### src/rtl/therm_step_seq.sv
// rtl/therm_step_seq.sv - steps a 0..4 level pointer and presents legal thermometer codes over valid/ready
// Optional abort port pair enabled by defining THERM_SEQ_ABORT_EN.
module therm_step_seq #(
  parameter int DWELL_W = 8
) (
  input  logic               clk,
  input  logic               rst_n,
  input  logic               start,
  input  logic               dir,
  input  logic [DWELL_W-1:0] dwell,
  input  logic               code_ready,
`ifdef THERM_SEQ_ABORT_EN
  input  logic               abort,
  output logic               abort_ack,
`endif
  output logic [3:0]         code_out,
  output logic               code_valid,
  output logic [2:0]         level,
  output logic               busy,
  output logic               done
);

  typedef enum logic [1:0] {IDLE, PRESENT, DWELL} state_t;

  state_t             state;
  logic               dir_q;
  logic [DWELL_W-1:0] dwell_q;
  logic [DWELL_W-1:0] cnt;
  logic [2:0]         target;
  logic [2:0]         step_level;
  logic               abort_req;

  function automatic logic [3:0] therm(input logic [2:0] l);
    case (l)
      3'd0:    therm = 4'b0000;
      3'd1:    therm = 4'b0001;
      3'd2:    therm = 4'b0011;
      3'd3:    therm = 4'b0111;
      default: therm = 4'b1111;
    endcase
  endfunction

  assign target     = dir_q ? 3'd4 : 3'd0;
  // DWELL is only entered when level differs from target, so the step stays inside 0..4.
  assign step_level = dir_q ? level + 3'd1 : level - 3'd1;

`ifdef THERM_SEQ_ABORT_EN
  assign abort_req = abort;
`else
  assign abort_req = 1'b0;
`endif

  always_ff @(posedge clk or negedge rst_n) begin
    if (!rst_n) begin
      state      <= IDLE;
      dir_q      <= 1'b0;
      dwell_q    <= '0;
      cnt        <= '0;
      level      <= 3'd0;
      code_out   <= 4'b0000;
      code_valid <= 1'b0;
      busy       <= 1'b0;
      done       <= 1'b0;
`ifdef THERM_SEQ_ABORT_EN
      abort_ack  <= 1'b0;
`endif
    end else begin
      done <= 1'b0;
`ifdef THERM_SEQ_ABORT_EN
      abort_ack <= 1'b0;
`endif
      case (state)
        IDLE: begin
          if (start) begin
            dir_q      <= dir;
            dwell_q    <= dwell;
            state      <= PRESENT;
            code_valid <= 1'b1;
            busy       <= 1'b1;
          end
        end
        PRESENT: begin
          // Abort wins over a coincident handshake: the code counts as taken but no done.
          if (abort_req) begin
            state      <= IDLE;
            code_valid <= 1'b0;
            busy       <= 1'b0;
`ifdef THERM_SEQ_ABORT_EN
            abort_ack  <= 1'b1;
`endif
          end else if (code_ready) begin
            code_valid <= 1'b0;
            if (level == target) begin
              state <= IDLE;
              busy  <= 1'b0;
              done  <= 1'b1;
            end else begin
              state <= DWELL;
              cnt   <= dwell_q;
            end
          end
        end
        DWELL: begin
          if (abort_req) begin
            state <= IDLE;
            busy  <= 1'b0;
`ifdef THERM_SEQ_ABORT_EN
            abort_ack <= 1'b1;
`endif
          end else if (cnt == '0) begin
            level      <= step_level;
            code_out   <= therm(step_level);
            state      <= PRESENT;
            code_valid <= 1'b1;
          end else begin
            cnt <= cnt - 1'b1;
          end
        end
        default: state <= IDLE;
      endcase
    end
  end

endmodule

### config.mk
export PLATFORM = sky130hd
export DESIGN_NAME = therm_step_seq
export DESIGN_NICKNAME = d
export VERILOG_FILES = /design/src/rtl/therm_step_seq.sv
export SDC_FILE = /design/constraint.sdc
export NUM_CORES = 1
export LEC_CHECK = 0
export CAP_MARGIN = 0
export CORE_MARGIN = 2
export CORE_UTILIZATION = 55
export DETAILED_ROUTE_END_ITERATION = 6
export DONT_BUFFER_PORTS = 1
export GPL_TIMING_DRIVEN = 0
export PLACE_DENSITY_LB_ADDON = 0.2
export RECOVER_POWER = 100
export SETUP_SLACK_MARGIN = 0.02
export SYNTH_ARGS = -nofsm -noshare
export SYNTH_HDL_FRONTEND = slang
export SYNTH_SLANG_ARGS = --single-unit
export TNS_END_PERCENT = 1
### constraint.sdc
create_clock -name clk -period 2 [get_ports clk]
set_input_delay 0.3 -clock clk [delete_from_list [all_inputs] [get_ports clk]]
set_output_delay 0.3 -clock clk [all_outputs]
set_load 0.02 [all_outputs]
### After elaboration in Yosys (flattened, before gate mapping)

Index checks and enable logic that the tools add are counted.

| storage, ports and cells | value |
|---|---|
| bits in registers | 29 |
| input port bits | 13 |
| output and inout bits | 10 |
| logic and storage cells | 58 |

| operators by class | value |
|---|---|
| $add $sub $neg | 3 |
| eq/ne operators | 12 |
| mux-type cells | 22 |
| reductions and logical operators | 12 |

Operator list:

| kind | number |
|---|---|
| $mux W8 | 3 |
| $pmux W4 S4 | 1 |
| $pmux W8 S2 | 1 |
| $ne A2 B2 Y1 const B | 6 |
| $reduce_and A4 Y1 | 3 |
| $logic_not A8 Y1 | 1 |
| $mux W1 | 8 |
| $mux W2 | 4 |
| $sub A8 B1 Y8 const B | 1 |
| $eq A3 B2 Y1 const B | 2 |
| $mux W3 | 2 |
| $pmux W2 S3 | 1 |
| $reduce_and A2 Y1 | 2 |
| $reduce_bool A2 Y1 | 2 |
| $add A3 B1 Y3 const B | 1 |
| $eq A3 B1 Y1 const B | 1 |
| $eq A3 B3 Y1 | 1 |
| $logic_not A3 Y1 | 1 |
| $pmux W1 S3 | 1 |
| $reduce_and A3 Y1 | 1 |
| $reduce_bool A3 Y1 | 1 |
| $sub A3 B1 Y3 const B | 1 |
| $eq A2 B1 Y1 const B | 1 |
| $eq A2 B2 Y1 const B | 1 |
| other kinds (2) | 2 |

### Depth between registers and ports, before layout

Gate-level depths: netlist of run 1.

| logic depth | value |
|---|---|
| depth after elaboration | 5 |
| mapped depth | 8 |
| depth with buffers taken out | 8 |

### Worst setup path after synthesis of run 1

OpenSTA, ideal clock, no wires.

| path | value |
|---|---|
| kind | flip-flop to flip-flop |
| start point | reg level[0] |
| end point | reg code_out[1] |
| arrival time | 2071 ps |
| required time | 1875 ps |
| slack | -196 ps |
| stages on the path, launching flop included | 5 |
| period minus slack after synthesis | 2196 ps |
| path through | dfrtp_1 > fa_1 > xnor3_1 > or4_4 > mux2_2 |

| on the way | value |
|---|---|
| cells in the longest elaborated chain, start to end | 4 |
| elaborated cells on any way between the ends | 8 |

RTL lines:

| what | RTL line | text |
|---|---|---|
| from (decl) | 18 | `output logic [2:0] level,` |
| from (signal assigned) | 111 | `level <= step_level;` |
| $sub A3 B1 Y3 / $add A3 B1 Y3 (equally long branches) | 45 | `assign step_level = dir_q ? level + 3'd1 : level - 3'd1;` |
| $mux W3 * | 45 |  |
| $eq A3 B2 Y1 (tied with other cells) | 34 | `case (l)` |
| $pmux W4 S4 * | 34 |  |
| to (signal assigned) | 112 | `code_out <= therm(step_level);` |
| to (decl) | 16 | `output logic [3:0] code_out,` |

Every way passes the cells marked *; elsewhere a longest branch is shown, timed or not.
A chain may end at the register's enable or synchronous reset.

### Final worst setup path of run 1

| path | value |
|---|---|
| start point | reg level[1] |
| end point | reg code_out[1] |

The elaborated chain is that of the path after synthesis.

==> results of run 1 <==
## sequential cells by signal, indices dropped and copies added, names as in the netlist
signal and flops:
busy 1, cnt 8, code_out 4, code_valid 1
dir_q 1, done 1, dwell_q 8, level 3
state 2
## worst max-delay path, delay by kind of cell (launching register included)
kind	cells	cell delay (ps)
AND/OR/NAND/NOR	1	500
flip-flops	1	500
XOR/XNOR	1	230
multiplexers	1	270
adder cells (fa/ha/maj)	1	380
## stage by stage
stage / cell area, um2 / instances / total power [mW]
after global placement: 1530 / 165 / 2.26
final: 1660 / 176 / 2.83
after CTS: 1650 / 176 / 2.80
after floorplan: 1500 / 135 / 2.07
after global routing: 1660 / 176 / 3.04
after detailed placement: 1530 / 165 / 2.33
## cell families after synthesis
logic type      after synthesis  share of synthesized area
simple gates                 36                      0.141
compound gates               33                      0.143
flops                        29                      0.486
buf+inv                      13                     0.0335
mux                          13                     0.0972
fa+ha+maj                     8                     0.0721
xor+xnor                      3                     0.0268
## worst paths after layout
path	cells after the start	slack, ps	end
max reg2reg	4	4	code_out[1]$_DFFE_PN0P_
max in group asynchronous	2	340	level[0]$_DFFE_PN0P_
max	4	4	code_out[1]$_DFFE_PN0P_
min in group asynchronous	2	850	dir_q$_DFFE_PN0P_
min reg2reg	1	520	dwell_q[1]$_DFFE_PN0P_
min	2	120	dir_q$_DFFE_PN0P_
## layout by cell type, fill, tap and decap left out, types with 2 or more instances in the layout
master	count
a21oi_1	7
buf_1	2
buf_4	2
clkbuf_1	2
clkbuf_4	5
dfrtp_1	27
dfrtp_2	2
ha_1	6
inv_1	8
mux2_2	12
nand2_1	5
nor2_1	7
nor2b_1	3
nor3_1	6
nor4_1	2
o21ai_0	10
o22ai_1	3
o2bb2ai_1	6
## routing by layer
| metal | GRT usage | routed length (um) |
|---|---|---|
| met2 | 0.296 | 1370 |
| met4 | 0.0714 | 16 |
| met1 | 0.275 | 1300 |
| met5 | 0 | 0 |
| met3 | 0.0558 | 168 |
## area by class of cell
type / count / area [um2]
buffer: 4 / 16.3
clock buffer: 7 / 55.1
fill: 211 / 863
inverter: 9 / 33.8
multi-input combinational: 93 / 751
sequential: 29 / 728
tap: 30 / 37.5
timing repair buffer: 4 / 37.5
## report_power, final
part,switching [mW],internal [mW]
clock network,0.187,0.166
logic,0.616,0.639
registers,0.366,0.853
## repair_timing
item | in CTS | in global routing
hold buffers | 2 | 0
hold endpoints to repair | 29 | 0
pin swaps | 1 | 0
setup buffers | 2 | 0
endpoints found under the setup margin | 2 | 15
gates resized for setup | 2 | 4
==> results.sh, run 1 <==
export IMPL_critPathArrivalTime_ps=2200
export IMPL_layout_setup_ws_ps=4.21
export IMPL_fin_crit_sh=0.998
export IMPL_dp_hpwl_um=2010
export IMPL_final_core_util=0.658
export IMPL_die_height_um=56.1
export IMPL_synth_edf_count=0
export IMPL_clock_latency_ps=310
export IMPL_viasPerCell=5.99
export IMPL_holdCritStartpoint="dir"
export IMPL_drcViolationCount=0
export IMPL_crit_required_ps=2200
export IMPL_io_buffer_count=0
export IMPL_outcome="finished, final reports clean"
export IMPL_die_area_um2=3150
export IMPL_synthArstFlopShare=1.00
export IMPL_cts_buffers=5
export IMPL_synthFlopType="dfrtp_1"
export IMPL_synth_cells=135
export IMPL_synth_seq_area_share=0.486
export IMPL_ios=23
export IMPL_gp_congestion=0.843
export IMPL_fmax_mhz=501
export IMPL_grt_max_degree=30
export IMPL_wire_per_inst_um=16.2
export IMPL_p_leak_nw=0.752
export IMPL_setup_violations=0
export IMPL_cts_root_buf="clkbuf_4"
export IMPL_clock_sinks=29
export IMPL_yosysWarnings=0
export IMPL_tns_ps=0
export IMPL_cap_violations=0
export IMPL_synth_top_cell_area_share=0.486
export IMPL_antenna_found_initial=0
export IMPL_fp_dieW_um=56.1
export IMPL_grt_pass1_vias=1046
export IMPL_synth_top_cell_by_area="dfrtp_1"
export IMPL_grt_ovfl_total=0
export IMPL_worstMarginPinSlew_ps=1230
export IMPL_netlist_top_cells_area="dfrtp_1 (49%), mux2_2 (9.1%), ha_1 (5.9%)"
export IMPL_syn_nets=156
export IMPL_drt_wl_total_um=2850
export IMPL_hold_class="input pin to register"
export IMPL_cpMaxStageDelayCell="dfrtp_2"
export IMPL_start_util=0.592
export IMPL_finalHoldViolations=0
export IMPL_r2r_start="level[1]$_DFFE_PN0P_"
export IMPL_nNetsFinal=167
export IMPL_fin_crit_ps=2000
export IMPL_clk_pin_slew_ps=90
export IMPL_yosys_register_bits=29
export IMPL_drtIter0Drc=79
export IMPL_drive_gt1_frac=0.240
export IMPL_slowest_delay_ps=500
export IMPL_cts_tree="done"
export IMPL_startpoint="level[1]$_DFFE_PN0P_"
export IMPL_hold_ws_ps=117
export IMPL_synth_area_um2=1490
export IMPL_synth_common_cells="dfrtp_1 (29), mux2_2 (12), o21ai_0 (10), inv_1 (9)"
export IMPL_critPathCaptureType="register"
export IMPL_track_usage=0.198
export IMPL_criticalPathCategory="register to register"
export IMPL_rows=18
export IMPL_timing_slew_headroom=0.180
export IMPL_critical_path_cell_chain="fa_2, xnor3_1, or4_4, mux2_2"
export IMPL_grt_first_pass_wirelength_um=4840
export IMPL_final_antenna_net_count=0
export IMPL_cp_start_kind="register"
export IMPL_cts_max_level=2
export IMPL_ys_types=41
export IMPL_power_density_nw_per_um2=1700
export IMPL_vias=1054
export IMPL_clockBufferDepth=2
export IMPL_syn_avg_cell_area_um2=11.1
export IMPL_post_place_ws_ps=-90.2
export IMPL_skew_ps=7.35
export IMPL_area_growth_pct=11.1
export IMPL_firstDrtPassIters=4
export IMPL_core_area_um2=2520
export IMPL_yosysMostFrequentCell="dfrtp_1"
export IMPL_critPathMaxFanout=5
export IMPL_ir_drop_mv=1.08
export IMPL_diodes=0
export IMPL_rsz0062_at_grt="yes"
export IMPL_slew_viol_final=0
Note: power is estimated with default switching activity, not from simulation.
==> run 2, diff against run 1 <==
--- a/config.mk
+++ b/config.mk
@@ -5,9 +5,9 @@
 export SDC_FILE = /design/constraint.sdc
 export NUM_CORES = 1
 export LEC_CHECK = 0
+export ABC_AREA = 1
 export CAP_MARGIN = 0
-export CORE_MARGIN = 2
-export CORE_UTILIZATION = 55
+export CORE_UTILIZATION = 56
 export DETAILED_ROUTE_END_ITERATION = 6
 export DONT_BUFFER_PORTS = 1
 export GPL_TIMING_DRIVEN = 0
==> run 2 against run 1 <==
Area after synthesis rose by 11%. Register-to-register slack better by 130 ps. Sequential share of layout area shrank 1.5 points.
==> results.sh, run 2 <==
export IMPL_outcome="finished, final reports clean"
export IMPL_layout_setup_ws_ps=131
export IMPL_cp_start_kind="register"
export IMPL_clock_sinks=29
export IMPL_p_sw_frac=0.487
export IMPL_hold_class="input pin to register"
export IMPL_ys_types=29
export IMPL_holdBufCountCts=2
export IMPL_final_core_util=0.616
export IMPL_dp_cells=233
export IMPL_critPathMaxFanout=4
export IMPL_synth_edf_count=0
export IMPL_cts_tree="done"
export IMPL_power_frac_seq=0.421
export IMPL_synth_top_cell_area_share=0.436
export IMPL_ios=23
export IMPL_firstDrtPassIters=5
export IMPL_clk_pin_slew_ps=90
export IMPL_fp_dieW_um=56.5
export IMPL_comb_power_share=0.471
export IMPL_track_usage=0.236
export IMPL_final_common_cell="nand2_1"
export IMPL_fmax_mhz=535
export IMPL_rsz0062_at_grt="no"
export IMPL_diodes=0
export IMPL_area_growth_pct=3.01
export IMPL_holdPathStages=2
export IMPL_grt_max_degree=30
export IMPL_gp_congestion=0.898
export IMPL_drt_wl_total_um=3130
export IMPL_antenna_found_initial=0
export IMPL_synthFlopType="dfrtp_1"
export IMPL_yosys_register_bits=29
export IMPL_start_util=0.598
export IMPL_die_height_um=56.5
export IMPL_netlist_top_cells_area="dfrtp_1 (44%), nand2_1 (17%), ha_1 (5.3%)"
export IMPL_slew_viol_final=0
export IMPL_worstMarginPinSlew_ps=1280
export IMPL_grt_pass1_vias=1302
export IMPL_p_sw_mw=1.39
export IMPL_cts_setup_buffers=0
export IMPL_clock_latency_ps=320
export IMPL_synth_seq_area_share=0.436
export IMPL_viasPerCell=5.23
export IMPL_skew_ps=6.54
export IMPL_wire_per_inst_um=13.0
export IMPL_regArea_um2=726
export IMPL_multi_input_area_um2=781
export IMPL_yosysWarnings=0
export IMPL_layout_common_cells="nand2_1 (76), dfrtp_1 (29), nand3_1 (19)"
export IMPL_largestRegisters="cnt x8, dwell_q x8, code_out x4"
export IMPL_criticalPathCategory="register to register"
export IMPL_dp_hpwl_um=2340
export IMPL_setup_violations=0
export IMPL_cts_buffers=5
export IMPL_hold_ws_ps=86.3
export IMPL_drcViolationCount=0
export IMPL_stdcell_count=241
export IMPL_ir_drop_mv=1.05
export IMPL_timing_slew_headroom=0.145
export IMPL_post_place_ws_ps=168
export IMPL_final_antenna_net_count=0
export IMPL_io_buffer_count=0
export IMPL_cts_max_level=2
export IMPL_syn_nets=223
export IMPL_grt_ovfl_total=0
export IMPL_p_leak_nw=0.935
export IMPL_yosysMostFrequentCell="nand2_1"
export IMPL_die_area_um2=3190
export IMPL_rows=19
export IMPL_nNetsFinal=232
export IMPL_grt_first_pass_wirelength_um=5690
export IMPL_p_int_mw=1.47
export IMPL_finalHoldViolations=0
export IMPL_drive_gt1_frac=0.124
export IMPL_critPathArrivalTime_ps=2130
export IMPL_critPathCaptureType="register"
export IMPL_core_area_um2=2780
export IMPL_nFillCells=256
export IMPL_synth_top_cell_by_area="dfrtp_1"
export IMPL_ctsResizeCount=0
export IMPL_ff2ff_path_depth=7
export IMPL_crit_required_ps=2260
export IMPL_cts_root_buf="clkbuf_4"
export IMPL_synth_cells=202
export IMPL_synthArstFlopShare=1.00
export IMPL_synth_common_cells="nand2_1 (74), dfrtp_1 (29), inv_1 (18), nand3_1 (17), nor2_1 (12)"
export IMPL_fin_crit_sh=0.935
export IMPL_clockBufferDepth=2
export IMPL_fin_crit_ps=1870
export IMPL_power_density_nw_per_um2=1670
export IMPL_cap_violations=0
export IMPL_syn_avg_cell_area_um2=8.23
export IMPL_tns_ps=0
export IMPL_vias=1261
export IMPL_p_clk_frac=0.108
export IMPL_synth_area_um2=1660
export IMPL_drtIter0Drc=50
## run 2: cell count changes after synthesis, sizes merged, moves of 5 or more
cell	delta
o2bb2ai	-6
o21ai	+5
nor3	-5
mux2	-12
nand3	+19
nand2	+72
nor2	+9
inv	+14
a21oi	-8
## run 2: power by group through the flow
| stage | logic (mW) | clock network, mW | registers [mW] |
|---|---|---|---|
| after detailed placement | 1.46 | 0 | 1.22 |
| final | 1.35 | 0.308 | 1.20 |
| after global routing | 1.59 | 0.333 | 1.25 |
| after global placement | 1.38 | 0 | 1.21 |
| after floorplan | 1.22 | 0 | 1.16 |
| after CTS | 1.49 | 0.320 | 1.21 |
## run 2: final cells by class
| type | count | area share |
|---|---|---|
| Multi-Input combinational cell | 147 | 0.456 |
| Buffer | 2 | 0.00584 |
| Tap cell | 31 | 0.0226 |
| Sequential cell | 29 | 0.424 |
| Inverter | 24 | 0.0541 |
| Clock inverter | 1 | 0.00292 |
| Timing Repair Buffer | 2 | 0.0131 |
| Clock buffer | 5 | 0.0219 |
## run 2: stage by stage
| stage | area (um2) | power [mW] |
|---|---|---|
| 2_1_floorplan | 1660 | 2.38 |
| 3_3_place_gp | 1700 | 2.59 |
| 3_5_place_dp | 1700 | 2.68 |
| 4_1_cts | 1770 | 3.02 |
| 5_1_grt | 1710 | 3.17 |
| 6_report | 1710 | 2.86 |
## run 2: routing by layer
metal  vias up  track usage  share of wire
met2        22        0.395           0.48
met1       588        0.291           0.46
li1        645            -              -
met3         6       0.0714          0.037
met4         0       0.0732          0.015
met5         -            0              0
## run 2: worst max-delay path: stages (launching register included)
cell     delay, ps
dfrtp_1        500
ha_1           390
inv_1           70
ha_1           190
or2_2          300
o21ai_0        170
nand2_1         90
nand3_1         90
## run 2: path summary, 6_finish.rpt
check,startpoint,end,slack (ps)
worst max-delay path,level[1]$_DFFE_PN0P_,code_out[2]$_DFFE_PN0P_,130
worst min-delay path,dwell[2],dwell_q[2]$_DFFE_PN0P_,90
worst max register to register,level[1]$_DFFE_PN0P_,code_out[2]$_DFFE_PN0P_,130
worst min register to register,dwell_q[6]$_DFFE_PN0P_,dwell_q[6]$_DFFE_PN0P_,490
max in group asynchronous,rst_n,cnt[4]$_DFFE_PN0P_,330
min in group asynchronous,rst_n,cnt[5]$_DFFE_PN0P_,910
## run 2: logic make-up (layout without fill, tap and decap cells)
family                     count (synthesis)  in the layout  share of synthesized area
buffers and inverters                     26             34                     0.0707
xor gates and xnor gates                   1              1                    0.00527
DFF                                       29             29                      0.436
AOI/OAI and AO/OA                         16             16                     0.0602
adders and majority gates                  8              8                     0.0647
and+or+nand+nor                          122            122                      0.363
